===== config.mk =====
export PLATFORM = sky130hd
export DESIGN_NAME = rvz_hazard_ctrl
export DESIGN_NICKNAME = d
export VERILOG_FILES = /design/src/rtl/rvz_hazard_ctrl.sv
export SDC_FILE = /design/constraint.sdc
export NUM_CORES = 1
export LEC_CHECK = 0
export BUFFER_PORTS_ARGS = -buffer_cell sky130_fd_sc_hd__buf_2
export CAP_MARGIN = 20
export CORE_UTILIZATION = 63
export CTS_CLUSTER_SIZE = 20
export DETAILED_ROUTE_END_ITERATION = 8
export MAX_ROUTING_LAYER = met4
export PLACE_DENSITY = 0.83
export SYNTH_ARGS = -nofsm -noshare
export SYNTH_HDL_FRONTEND = slang
export SYNTH_SLANG_ARGS = --single-unit

===== constraint.sdc =====
create_clock -name clk -period 4.9 [get_ports clk]
set_input_delay 0.49 -clock clk [delete_from_list [all_inputs] [get_ports clk]]
set_output_delay 0.49 -clock clk [all_outputs]
set_load 0.05 [all_outputs]

===== src/rtl/rvz_hazard_ctrl.sv =====
// Scoreboard issue controller for riscv_zero: RAW/WAW/fence stalls and
// redirect flush windows between decode and execute.
module rvz_hazard_ctrl #(
  parameter int NREG      = 32,
  parameter int CNT_W     = 2,
  parameter int FLUSH_CYC = 2
) (
  input  logic        clk,
  input  logic        reset,
  input  logic        id_valid,
  input  logic [4:0]  id_rs1,
  input  logic [4:0]  id_rs2,
  input  logic        id_rs1_used,
  input  logic        id_rs2_used,
  input  logic [4:0]  id_rd,
  input  logic        id_wb_en,
  input  logic        id_fence,
  input  logic        ex_redirect,
  input  logic        wb_valid,
  input  logic [4:0]  wb_rd,
  output logic        issue,
  output logic        stall_if,
  output logic        stall_id,
  output logic        flush_if,
  output logic        flush_id,
  output logic        sb_busy,
  output logic        sb_err,
  output logic [31:0] stall_cycles
);

  typedef enum logic {RUN, FLUSH} state_t;

  localparam logic [CNT_W-1:0] CMAX = {CNT_W{1'b1}};

  state_t           state;
  logic [3:0]       fcnt;
  logic [CNT_W-1:0] cnt   [NREG];
  logic [CNT_W-1:0] cnt_n [NREG];
  logic             busy_n;
  logic             uflow;
  logic             run;
  logic             raw1;
  logic             raw2;
  logic             waw;
  logic             fen;
  logic             hazard;
  logic             inc;
  logic             dec;

  assign run    = (state == RUN);
  assign raw1   = id_rs1_used && id_rs1 != 5'd0 && cnt[id_rs1] != '0;
  assign raw2   = id_rs2_used && id_rs2 != 5'd0 && cnt[id_rs2] != '0;
  assign waw    = id_wb_en && id_rd != 5'd0 && cnt[id_rd] == CMAX;
  assign fen    = id_fence && sb_busy;
  assign hazard = run && id_valid && (raw1 || raw2 || waw || fen);

  // Outputs forced quiet while reset is held so the pipe sees no activity.
  assign stall_id = ~reset & hazard & ~ex_redirect;
  assign stall_if = stall_id;
  assign issue    = ~reset & id_valid & ~hazard & run & ~ex_redirect;
  assign flush_if = ~reset & (~run | ex_redirect);
  assign flush_id = flush_if;

  assign inc = issue && id_wb_en && id_rd != 5'd0;
  assign dec = wb_valid && wb_rd != 5'd0;

  always_comb begin
    cnt_n  = cnt;
    uflow  = 1'b0;
    busy_n = 1'b0;
    for (int r = 1; r < NREG; r++) begin
      if (inc && id_rd == 5'(r) && !(dec && wb_rd == 5'(r))) begin
        cnt_n[r] = cnt[r] + 1'b1;
      end else if (dec && wb_rd == 5'(r) && !(inc && id_rd == 5'(r))) begin
        if (cnt[r] == '0) uflow = 1'b1;
        else cnt_n[r] = cnt[r] - 1'b1;
      end
    end
    cnt_n[0] = '0;
    for (int r = 0; r < NREG; r++) begin
      busy_n = busy_n | (cnt_n[r] != '0);
    end
  end

  always_ff @(posedge clk or posedge reset) begin
    if (reset) begin
      state <= RUN;
      fcnt  <= 4'd0;
    end else begin
      unique case (state)
        RUN: begin
          if (ex_redirect) begin
            state <= FLUSH;
            fcnt  <= 4'(FLUSH_CYC);
          end
        end
        FLUSH: begin
          if (ex_redirect) begin
            fcnt <= 4'(FLUSH_CYC);
          end else if (fcnt == 4'd1) begin
            state <= RUN;
            fcnt  <= 4'd0;
          end else begin
            fcnt <= fcnt - 4'd1;
          end
        end
        default: state <= RUN;
      endcase
    end
  end

  always_ff @(posedge clk or posedge reset) begin
    if (reset) begin
      for (int r = 0; r < NREG; r++) cnt[r] <= '0;
      sb_busy      <= 1'b0;
      sb_err       <= 1'b0;
      stall_cycles <= 32'd0;
    end else begin
      cnt     <= cnt_n;
      sb_busy <= busy_n;
      if (uflow) sb_err <= 1'b1;
      if (stall_id && stall_cycles != 32'hFFFF_FFFF)
        stall_cycles <= stall_cycles + 32'd1;
    end
  end

endmodule


==> impl_metrics.ini <==
[status]
run_status = finished clean

[yosys]
ys_types = 81
synth.avg_cell_area_um2 = 8.36
synthArstFlopShare = 1.00
synth.cells.most_frequent = 135 x nand2_1, 130 x nor2_1, 101 x dfrtp_1
synth_nets = 1301
yosys_register_bits = 101
synth_edf_count = 0
synthFlopType = dfrtp_1
yosys.area.top_type = dfrtp_1
synth_sequential_area_ratio = 0.257
post-synth-top-count-cell = nand2_1
ys_warn_count = 0
syn_area_um2 = 9830
synth.area.top_cells = dfrtp_1 26%, ha_1 12%, nand2_1 5.2%
proportion_of_netlist_area_held_by_the_largest_area_contributor = 0.257
netlist_instances = 1176

[power]
power_per_cell_area_nw_per_um2 = 289
vdd_drop_max_mv = 0.236
total_power_mw = 3.14
p_leak_nw = 4.82

[grt]
grt_max_degree = 59
antenna_found_initial = 0
grt_overflow_total = 0
first_global_vias = 9644
global_route_wire_length_before_repair_um = 57000
grtUsageTotal = 0.492

[finish]
finish.net_count = 1385
multi_input_area_um2 = 6710
syn_to_final_growth_pct = 10.8
area_of_all_sequential_standard_cells_um2 = 2530
antennaDiodeCount = 0
post_route_cells_drive_above_1_share = 0.169
final.fill_count = 1182

[drt]
wl_per_cell_um = 25.9
drt.antenna.violating_nets = 0
drtPass1Iterations = 6
drt_drc_violations_left = 0
detail_route.iter0.violations = 1715
routed-via-count = 10300
drt_wl_total_um = 37700
viasPerCell = 7.11

[job]
cap_violations = 0

[setup_path]
critPathArrivalTime_ns = 4.95
timing.rr.end = sb_busy$_DFF_PP0_
setup.worst_path.start_class = flop
cp.required_ns = 5.14
worstSetupEndpointType = flop
worst_r2r_startpoint = cnt[19]$_DFF_PP0_
regToRegSetupSlack_ns = 0.18
path_max_fanout = 15
reg2reg_depth = 12
critPathKind = reg2reg

[cts]
cts.hold.buffers_added = 0
clk_pin_slew_ns = 0.09
cts_inserted_buffers = 9
clock-root-buffer = clkbuf_16
post_cts.resized_instances = 0
insertion_delay_ns = 0.38
cts_tree = yes
htreeDepth = 3
clkSinkCount = 101
cts_setup_buffers = 0
clock_tree.buffer_depth = 2

[min_path]
min_path_type = in2reg
worst_hold_path.endpoint = fcnt[0]$_DFFE_PP0N_
hold-path-cell-count = 2
hold_path.startpoint = ex_redirect

[placement]
port_buffers = 67
place.gp.congestion = 1.15
dp_hpwl_um = 29300

[timing]
finalSetupViolCount = 0
max_clock_freq_mhz = 212
timing_hold_violations_final = 0
grt_setup_unrepaired = no
timing_worst_slew_pin_value_ns = 1.26
fin_setup_tns_ns = 0
worst_clock_skew_ns = 0.0152
final-max-slew-violation-count = 0
layout_min_cycle_time_ns = 4.72
max_slew_margin = 0.155
min_period_over_period = 0.962

[floorplanning]
die_y_um = 127
io-pin-count = 68
rows = 45
floorplan.die_area_um2 = 16100
fp.dieW_um = 127
fp.coreArea_um2 = 15200
initial_utilization = 0.647
## through the flow
stage                      util  instance area, um2  cells  setup slack (ns)  hold slack [ns]
after global placement    0.695               10600   1436             0.165            0.465
after CTS                 0.716               10900   1453             0.416            0.326
after global routing      0.716               10900   1453             0.135            0.330
final                     0.716               10900   1453             0.184            0.324
after detailed placement  0.695               10600   1437             0.116            0.475
after floorplan               -                9830   1176             0.453            0.495
## sequential cells by signal, summed over array words and instances (netlist names)
register	flops
fcnt	4
stall_cycles	32
state	1
sb_err	1
sb_busy	1
cnt	62
## per-layer routing
metal	share of wire	GRT usage
met1	0.37	0.623
met2	0.42	0.707
met3	0.14	0.126
met4	0.073	0.292
met5	0	-
## worst max-delay path by stage
stage,to,slack [ns],startpoint,depth (start not counted)
2_1_floorplan,stall_cycles[18]$_DFFE_PP0P_,0.45,reset,10
3_3_place_gp,sb_busy$_DFF_PP0_,0.17,id_rd[0],14
3_5_place_dp,sb_busy$_DFF_PP0_,0.12,id_rd[0],14
4_1_cts,sb_busy$_DFF_PP0_,0.42,cnt[19]$_DFF_PP0_,12
5_1_grt,sb_busy$_DFF_PP0_,0.13,cnt[18]$_DFF_PP0_,12
6_report,sb_busy$_DFF_PP0_,0.18,cnt[19]$_DFF_PP0_,12
## cell families after synthesis
group	count (synthesis)	synth area share
xor+xnor	44	0.0392
compound gates	180	0.142
mux	47	0.0745
fa+ha+maj	96	0.122
simple gates	569	0.305
buf+inv	139	0.0606
flops	101	0.257
## area by class of cell
cell class,count,share of cell area
clock buffer,9,0.0207
clock inverter,7,0.00839
inverter,92,0.0321
multi-input combinational,936,0.616
sequential,101,0.232
tap,188,0.0216
timing repair buffer,120,0.0688
## power by group
| group | switching (mW) | total [mW] | internal [mW] | leakage, nW |
|---|---|---|---|---|
| Sequential | 0.246 | 1.21 | 0.959 | 1.26 |
| Clock | 0.407 | 0.776 | 0.369 | 0.152 |
| Combinational | 0.703 | 1.16 | 0.458 | 3.40 |
| Total | 1.36 | 3.14 | 1.79 | 4.82 |
## cells in the final DEF, fill, tap and decap left out, types with 8 or more instances in the layout
master	instances
xnor2_1	27
and2_1	30
a22oi_1	8
clkbuf_16	9
nor2b_1	8
o22ai_1	9
ha_1	96
nand4_1	38
o211ai_1	17
and3_1	9
buf_2	67
o21ai_0	27
or2_2	12
and4_1	12
a211o_1	10
mux2i_1	18
buf_4	51
or4_1	11
o221a_2	12
inv_1	90
mux4_2	20
a21oi_1	17
nand3_1	43
nand2_1	135
nor4_1	16
or3_1	18
nand2b_1	18
a211oi_1	8
nor3_1	50
dfrtp_1	101
o221ai_1	8
a31oi_1	9
xor2_1	17
mux2_2	9
nor2_1	130
## critical path, cell delays in order (launching register included)
cell,delay (ns)
dfrtp_1,0.54
nor3_1,0.23
a21oi_1,0.06
mux4_2,0.51
o2bb2ai_2,0.65
nand3_2,0.34
nor4_1,0.64
buf_4,0.23
nand4_1,0.09
o221a_1,0.20
or4_1,0.56
nor4_2,0.39
nand3_1,0.13
(Power assumes the default switching activity.)
